==> src/rtl/mm_engine.sv <==
// mm_engine: signed matrix-multiply engine computing C = A x B, or C = A x B^T
// when B is stored transposed, with operands and results in an external
// word-addressed memory reached through read/write handshakes.
module mm_engine #(
  parameter int DW = 20,
  parameter int OW = 40,
  parameter int IW = 8
) (
  input  logic          clk,
  input  logic          reset,
  input  logic          start,
  input  logic          mode_tb,
  input  logic          sat_en,
  output logic          read,
  output logic          write,
  output logic [1:0]    sel,
  output logic [IW-1:0] i,
  output logic [IW-1:0] j,
  input  logic [DW-1:0] read_data,
  input  logic          read_valid,
  input  logic          write_ready,
  output logic [OW-1:0] write_data,
  output logic          busy,
  output logic          finish,
  output logic          err,
  output logic          ovf
);

  // Accumulator is wide enough that MAX_DIM full-scale products never overflow.
  localparam int AW = 2 * DW + IW;
  localparam logic signed [63:0] MAX_DIM = (64'sd1 <<< IW) - 64'sd1;

  typedef enum logic [2:0] {
    S_IDLE,
    S_SIZE,
    S_READ_A,
    S_READ_B,
    S_WRITE,
    S_DONE,
    S_ERR
  } state_t;

  state_t        r_state;
  logic          r_mode_tb;
  logic          r_sat_en;
  logic          r_size_bad;
  logic [1:0]    r_cnt;
  logic [IW-1:0] r_ra;
  logic [IW-1:0] r_ca;
  logic [IW-1:0] r_rb;
  logic [IW-1:0] r_cb;
  logic [IW-1:0] r_r;
  logic [IW-1:0] r_c;
  logic [IW-1:0] r_k;
  logic [DW-1:0] r_a;
  logic [AW-1:0] r_acc;
  logic          r_read;
  logic          r_write;
  logic [1:0]    r_sel;
  logic [IW-1:0] r_i;
  logic [IW-1:0] r_j;
  logic [OW-1:0] r_wdata;
  logic          r_busy;
  logic          r_finish;
  logic          r_err;
  logic          r_ovf;

  logic signed [63:0] w_rd_ext;
  logic               w_size_bad;
  logic [IW-1:0]      w_rd_idx;
  logic [IW-1:0]      w_rb_final;
  logic               w_dim_bad;
  logic [2*DW-1:0]    w_a_ext;
  logic [2*DW-1:0]    w_b_ext;
  logic [2*DW-1:0]    w_prod;
  logic [AW-1:0]      w_acc_next;
  logic [AW-OW:0]     w_top;
  logic               w_out_ovf;
  logic [OW-1:0]      w_conv;
  logic               w_k_last;
  logic               w_c_last;
  logic               w_r_last;
  logic [IW-1:0]      w_k_inc;

  // A size word is valid only when it is a strictly positive value no larger than MAX_DIM.
  assign w_rd_ext   = {{(64-DW){read_data[DW-1]}}, read_data};
  assign w_size_bad = (w_rd_ext <= 64'sd0) || (w_rd_ext > MAX_DIM);
  assign w_rd_idx   = read_data[IW-1:0];

  // The fourth size word is still on the bus when the dimension check is made.
  assign w_rb_final = r_mode_tb ? w_rd_idx : r_rb;
  assign w_dim_bad  = r_size_bad | w_size_bad | (r_ca != w_rb_final);

  // Exact signed product of the held A element and the incoming B element.
  assign w_a_ext    = {{DW{r_a[DW-1]}}, r_a};
  assign w_b_ext    = {{DW{read_data[DW-1]}}, read_data};
  assign w_prod     = w_a_ext * w_b_ext;
  assign w_acc_next = r_acc + {{IW{w_prod[2*DW-1]}}, w_prod};

  // Result fits in OW bits only when all bits above the OW sign bit copy it.
  assign w_top      = w_acc_next[AW-1:OW-1];
  assign w_out_ovf  = !((&w_top) || !(|w_top));
  assign w_conv     = (w_out_ovf && r_sat_en)
                      ? (w_acc_next[AW-1] ? {1'b1, {(OW-1){1'b0}}} : {1'b0, {(OW-1){1'b1}}})
                      : w_acc_next[OW-1:0];

  assign w_k_last   = (r_k == r_ca - 1'b1);
  assign w_c_last   = (r_c == r_cb - 1'b1);
  assign w_r_last   = (r_r == r_ra - 1'b1);
  assign w_k_inc    = r_k + 1'b1;

  // Job sequencer: size fetch, dot-product loop and result write-back, all outputs registered.
  always_ff @(posedge clk) begin
    if (reset) begin
      r_state    <= S_IDLE;
      r_mode_tb  <= 1'b0;
      r_sat_en   <= 1'b0;
      r_size_bad <= 1'b0;
      r_cnt      <= '0;
      r_ra       <= '0;
      r_ca       <= '0;
      r_rb       <= '0;
      r_cb       <= '0;
      r_r        <= '0;
      r_c        <= '0;
      r_k        <= '0;
      r_a        <= '0;
      r_acc      <= '0;
      r_read     <= 1'b0;
      r_write    <= 1'b0;
      r_sel      <= 2'b00;
      r_i        <= '0;
      r_j        <= '0;
      r_wdata    <= '0;
      r_busy     <= 1'b0;
      r_finish   <= 1'b0;
      r_err      <= 1'b0;
      r_ovf      <= 1'b0;
    end else begin
      case (r_state)
        S_IDLE, S_DONE, S_ERR: begin
          if (start) begin
            r_mode_tb  <= mode_tb;
            r_sat_en   <= sat_en;
            r_finish   <= 1'b0;
            r_err      <= 1'b0;
            r_ovf      <= 1'b0;
            r_busy     <= 1'b1;
            r_cnt      <= '0;
            r_size_bad <= 1'b0;
            r_read     <= 1'b1;
            r_sel      <= 2'b00;
            r_i        <= '0;
            r_j        <= '0;
            r_state    <= S_SIZE;
          end
        end
        S_SIZE: begin
          if (read_valid) begin
            if (r_cnt == 2'd0) r_ra <= w_rd_idx;
            if (r_cnt == 2'd1) r_ca <= w_rd_idx;
            if (r_cnt == 2'd2) begin
              if (r_mode_tb) r_cb <= w_rd_idx;
              else           r_rb <= w_rd_idx;
            end
            if (r_cnt == 2'd3) begin
              if (r_mode_tb) r_rb <= w_rd_idx;
              else           r_cb <= w_rd_idx;
              if (w_dim_bad) begin
                r_read  <= 1'b0;
                r_busy  <= 1'b0;
                r_err   <= 1'b1;
                r_state <= S_ERR;
              end else begin
                r_sel   <= 2'b01;
                r_i     <= '0;
                r_j     <= '0;
                r_r     <= '0;
                r_c     <= '0;
                r_k     <= '0;
                r_acc   <= '0;
                r_state <= S_READ_A;
              end
            end else begin
              r_size_bad <= r_size_bad | w_size_bad;
              r_cnt      <= r_cnt + 2'd1;
              r_i        <= r_i + 1'b1;
            end
          end
        end
        S_READ_A: begin
          if (read_valid) begin
            r_a     <= read_data;
            r_sel   <= 2'b10;
            r_i     <= r_mode_tb ? r_c : r_k;
            r_j     <= r_mode_tb ? r_k : r_c;
            r_state <= S_READ_B;
          end
        end
        S_READ_B: begin
          if (read_valid) begin
            r_acc <= w_acc_next;
            if (w_k_last) begin
              r_read  <= 1'b0;
              r_write <= 1'b1;
              r_sel   <= 2'b11;
              r_i     <= r_r;
              r_j     <= r_c;
              r_wdata <= w_conv;
              if (w_out_ovf) r_ovf <= 1'b1;
              r_state <= S_WRITE;
            end else begin
              r_k     <= w_k_inc;
              r_sel   <= 2'b01;
              r_i     <= r_r;
              r_j     <= w_k_inc;
              r_state <= S_READ_A;
            end
          end
        end
        S_WRITE: begin
          if (write_ready) begin
            r_write <= 1'b0;
            r_acc   <= '0;
            r_k     <= '0;
            if (w_c_last && w_r_last) begin
              r_busy   <= 1'b0;
              r_finish <= 1'b1;
              r_state  <= S_DONE;
            end else begin
              r_read <= 1'b1;
              r_sel  <= 2'b01;
              r_j    <= '0;
              if (w_c_last) begin
                r_r <= r_r + 1'b1;
                r_c <= '0;
                r_i <= r_r + 1'b1;
              end else begin
                r_c <= r_c + 1'b1;
                r_i <= r_r;
              end
              r_state <= S_READ_A;
            end
          end
        end
        default: r_state <= S_IDLE;
      endcase
    end
  end

  assign read       = r_read;
  assign write      = r_write;
  assign sel        = r_sel;
  assign i          = r_i;
  assign j          = r_j;
  assign write_data = r_wdata;
  assign busy       = r_busy;
  assign finish     = r_finish;
  assign err        = r_err;
  assign ovf        = r_ovf;

endmodule

==> config.mk <==
export PLATFORM = sky130hd
export DESIGN_NAME = mm_engine
export DESIGN_NICKNAME = d
export VERILOG_FILES = /design/src/rtl/mm_engine.sv
export SDC_FILE = /design/constraint.sdc
export NUM_CORES = 2
export LEC_CHECK = 0
export CAP_MARGIN = 10
export CORE_MARGIN = 3
export CORE_UTILIZATION = 60
export DETAILED_ROUTE_END_ITERATION = 7
export PLACE_DENSITY = 0.8
export SYNTH_ARGS = -nofsm -noshare
export SYNTH_HDL_FRONTEND = slang
export SYNTH_SLANG_ARGS = --single-unit
export TNS_END_PERCENT = 5
==> constraint.sdc <==
create_clock -name clk -period 32 [get_ports clk]
set_clock_uncertainty 0.05 [all_clocks]
set_input_delay 8 -clock clk [delete_from_list [all_inputs] [get_ports clk]]
set_output_delay 8 -clock clk [all_outputs]
set_load 0.02 [all_outputs]
==> Word level (Yosys, flattened, before mapping) <==
Index checks and enable logic that the tools add are counted.
{ "classes": {"add_sub_neg": 9, "n_eq_ne": 28, "multipliers": 1, "bitwise": 2, "muxes": 100, "reduce_logical": 39, "n_lt_le_gt_ge": 2} }
{ "ops": {"columns": ["cell", "count"], "rows": [
  ["two-way mux 8 bit", 33],
  ["two-way mux 48 bit", 5],
  ["case mux 48 bit (3 select lines)", 1],
  ["two-way mux 40 bit", 2],
  ["case mux 8 bit (5 select lines)", 2],
  ["adder 48 bit", 1],
  ["multiplier 20 x 20 -> 40 bit", 1],
  ["adder 8 x 1 -> 8 bit (second input constant)", 4],
  ["case mux 8 bit (2 select lines)", 2],
  ["!= test 2 bit (second input constant)", 14],
  ["two-way mux 3 bit", 9],
  ["AND reduction 9 bit", 3],
  ["== test 8 bit", 3],
  ["two-way mux 1 bit", 24],
  ["case mux 8 bit (3 select lines)", 1],
  ["subtractor 8 x 1 -> 8 bit (second input constant)", 3],
  ["two-way mux 2 bit", 11],
  ["greater-than comparator 20 x 9 -> 1 bit (second input constant)", 1],
  ["less-or-equal comparator 20 x 1 -> 1 bit (second input constant)", 1],
  ["AND reduction 6 bit", 3],
  ["case mux 3 bit (5 select lines)", 1],
  ["AND reduction 7 bit", 2],
  ["AND reduction 4 bit", 3],
  ["case mux 1 bit (2 select lines)", 5],
  ["other kinds (28)", 46]
]} }
{ "totals": {"ff_bits": 196, "output_inout_bits": 64, "wordCells": 205} }

==> Longest topological paths before layout <==
{ "depth": {"depth_word": 9, "depth_mapped": 44} }

==> Worst setup path after synthesis <==
OpenSTA, ideal clock, no wires.
{ "synth_timing": {"path_type": "in2reg", "from": "input port read_data[5]", "to": "register r_wdata[10] (netlist: write_data[10])", "arrival_time_ns": 17.166, "setup_time_ns": 0.122, "path_stages": 42, "path_slack_ns": 14.662, "path_buffers": 5, "path_cell_list": "clkbuf_1 clkbuf_1 nand2_1 fa_1 inv_1 fa_1 inv_1 fa_1 inv_1 fa_1 fa_1 fa_1 inv_1 fa_1 inv_1 ha_1 a21o_1 a21o_1 [... 6 more ...] nor3_1 a21oi_1 xnor2_1 ha_1 buf_2 a21o_1 a21oi_1 nor2_1 a211oi_1 o21ai_2 nor4b_1 nor3_2 and3_1 o2111ai_1 a31oi_2 buf_6 buf_6 a221o_1"} }
{ "synth_between": {"elab_chain_len": 8, "word_cells_on_any_way": 10, "classes_between": "add/sub (1); mul (1); mux (2); reduce/logical (6)"} }
{ "synth_lines": {"columns": ["element", "line_no", "source"], "rows": [
  ["from (decl)", "19", "input logic [DW-1:0] read_data,"],
  ["multiplier 20 x 20 -> 40 bit (*)", "97", "assign w_prod = w_a_ext * w_b_ext;"],
  ["adder 48 bit (*)", "98", "assign w_acc_next = r_acc + {{IW{w_prod[2*DW-1]}}, w_prod};"],
  ["OR reduction 9 bit", "102", "assign w_out_ovf = !((&w_top) || !(|w_top));"],
  ["zero test 1 bit", "102", null],
  ["logical OR 1 bit", "102", null],
  ["zero test 1 bit", "102", null],
  ["logical AND 1 bit", "103", "assign w_conv = (w_out_ovf && r_sat_en)"],
  ["two-way mux 40 bit (*)", "104", "? (w_acc_next[AW-1] ? {1'b1, {(OW-1){1'b0}}} : {1'b0, {(OW-1){1'b1}}})"],
  ["to (signal assigned)", "209", "r_wdata <= w_conv;"],
  ["to (decl)", "62", "logic [OW-1:0] r_wdata;"]
]} }
Mark *: on every way between the ends. The rest lies on a longest branch, timed or not.
A chain may end at the register's enable or synchronous reset.

==> Final worst setup path <==
{ "layout_timing": {"from": "input port read_data[8]", "to": "register r_wdata[25] (netlist: write_data[25])"} }
The elaborated chain is that of the path after synthesis.

==> out/qor.csv <==
metric,value,unit
die-area,0.0479,mm2
yosysTopAreaCell,fa_1,
required,32350,ps
report.final.slew_viol_count,0,
cts_sinks,196,
nNetsFinal,3694,
cts_tree,done,
synth-xor-area-share,4.75,%
final_common_cell,inv_1,
grt_pass1_vias,22900,
cp_num_buf_inv,5,
rsz0062_at_grt,false,
cts_resized,0,
setup_viol,0,
gr-usage-all-layers,30.2,%
synthTopCellsByArea,"fa_1 (31%), dfxtp_1 (14%), ha_1 (7.6%), inv_1 (6.8%), and2_1 (5.3%)",
final_hold_viol_count,0,
ys_warn_count,0,
holdCritStartpoint,r_mode_tb,
startpoint_type,input pin,
multi_input_area,0.0207,mm2
overflow,0,
status,"finished, final reports clean",
worst_slack,12720,ps
std_cell_rows,77,
htree_num_levels,4,
min_to,r_mode_tb,
post_cts_buffers,0,
route.detailed.drc,0,
r2r_slack,20110,ps
syn2layout_area_growth,6.32,%
fin_crit,19280,ps
final_cell_mix,"inv_1 (491), fa_1 (421), nand2_1 (307)",
fmax,51.9,MHz
synth_cell_types,91,
min_path_cells,2,
grt_max_degree,83,
synth_top_flop_cell,dfxtp_1,
antenna_cells,0,
synth_top_family_by_area,adder cells,
die_h,219,um
crit_top_cell,fa_1,
firstDrtPassIters,5,
place.detailed.hpwl,54700,um
crit_type,in2reg,
initial_utilization,61.1,%
critPathMaxFanout,38,
antenna_found_initial,0,
ant_nets,0,
portBuffers,90,
drive_above_1_share,3.20,%
postSynthAreaPerCell,8.67,um2
slowest_delay,980,ps
cts_root_buf,clkbuf_16,
reg2reg_to,write_data[25],
postSynthCellCount,3137,
clock_path_buffers,2,
tns,0,ps
clock_latency,460,ps
numCtsBuffers,17,
maxCapViolations,0,
cp-end-kind,flip-flop,
num_vias,21900,
worstRegToRegCells,37,
synth_fa_ha_area_share,38.6,%
synth_compound_area_share,13.1,%
cts_hold_buf,0,
synth_top_area_share,31.0,%
max_slew.worst_pin.slew,1160,ps
via_per_inst,5.95,
io_pins,91,
cp.arrival,19620,ps
synth_area,0.0272,mm2
largest_reg_flops,48,
yosys-mux-area-fraction,2.19,%
fp.dieW,219,um
async_flop_share,0,%
first_iter_violations,1678,
fill_cells,3679,
synth_edf_count,0,
synth_seq_cells,196,
grt_pass1_wl,116000,um
pre_cts_slack,12420,ps
wl,70300,um
coreArea,0.0445,mm2
post-route-period-util,60.2,%
syn_nets,3751,
reg2reg_from,r_a[10],
wire_per_inst,19.1,um
clk_pin_slew,80,ps
slew_headroom,22.7,%
min_path_type,reg2reg,
final_cells,3685,
synth-simple-area-share,17.2,%
dp.cells,3653,
seqCellArea,0.00392,mm2
critPathTopFamily,compound AO/OA/AOI/OAI gates,
regMostFlops,r_acc,
cp_slowest_cell,a31oi_4,
ys_seq_area_share,14.4,%
gp_congestion,0.926,
[how the worst max path moves through the flow]
| stage | from | endpoint | slack [ps] | cells past startpoint |
|---|---|---|---|---|
| finish | read_data[8] | write_data[25] | 12720 | 36 |
| global route | read_data[8] | write_data[25] | 12150 | 36 |
| CTS | read_data[8] | write_data[25] | 12870 | 36 |
| detailed placement | read_data[8] | write_data[38] | 12420 | 36 |
| global placement | read_data[8] | write_data[38] | 12670 | 36 |
| floorplan | read_data[5] | write_data[10] | 14660 | 42 |
[per-layer routing]
| layer | track usage (%) | vias up | share of wire (%) |
|---|---|---|---|
| met5 | 0 | - | 0 |
| met4 | 10.6 | 0 | 3.5 |
| met3 | 4.56 | 172 | 6.6 |
| met2 | 50.6 | 819 | 49 |
| met1 | 40.2 | 11000 | 41 |
| li1 | - | 9924 | - |
[worst reg2reg max path: cells and delay by family (launching register included)]
family / cells / cell delay, ps
AO/OA/AOI/OAI: 14 / 4580
XOR/XNOR: 1 / 180
adder cells (fa/ha/maj): 9 / 4170
buffers and inverters: 6 / 320
flip-flops: 1 / 960
AND/OR/NAND/NOR: 7 / 1590
[cell type report]
type                       count  area share, %
multi-input combinational   2262           71.5
inverter                     491           6.38
clock inverter                14          0.805
sequential                   196           13.6
clock buffer                  18           1.48
tap                          592           2.56
timing repair buffer         112           3.68
[Yosys cell counts, types with 13 or more instances]
cell      instances
a211oi_1         14
a21o_1           42
a21oi_1         154
a221o_1          40
a22oi_1          48
a31oi_1          13
and2_1          229
and3_1           17
buf_2            19
clkbuf_1        158
dfxtp_1         196
fa_1            421
ha_1            166
inv_1           491
mux2i_1          56
nand2_1         307
nand2b_1         21
nand3_1          34
nand4_1          22
nor2_1          223
nor2b_1          17
nor3_1           28
o21ai_0          77
o21bai_1         14
xnor2_1          93
xor2_1           47
[kinds of logic after synthesis]
logic type | after synthesis
AO/OA/AOI/OAI | 517
XOR/XNOR | 144
adder cells (fa/ha/maj) | 587
buffers and inverters | 679
flip-flops | 196
multiplexers | 59
AND/OR/NAND/NOR | 955
[through the flow]
step	hold WS [ps]	instance area (um2)	util (%)
2_1_floorplan	397	27200	-
6_report	420	28900	64.9
5_1_grt	427	28900	64.9
3_5_place_dp	408	28200	63.5
4_1_cts	419	28900	64.9
3_3_place_gp	396	28200	63.5
Power is not shown: default switching activity piles up to over one toggle a cycle in this logic, so the estimate is an artifact.
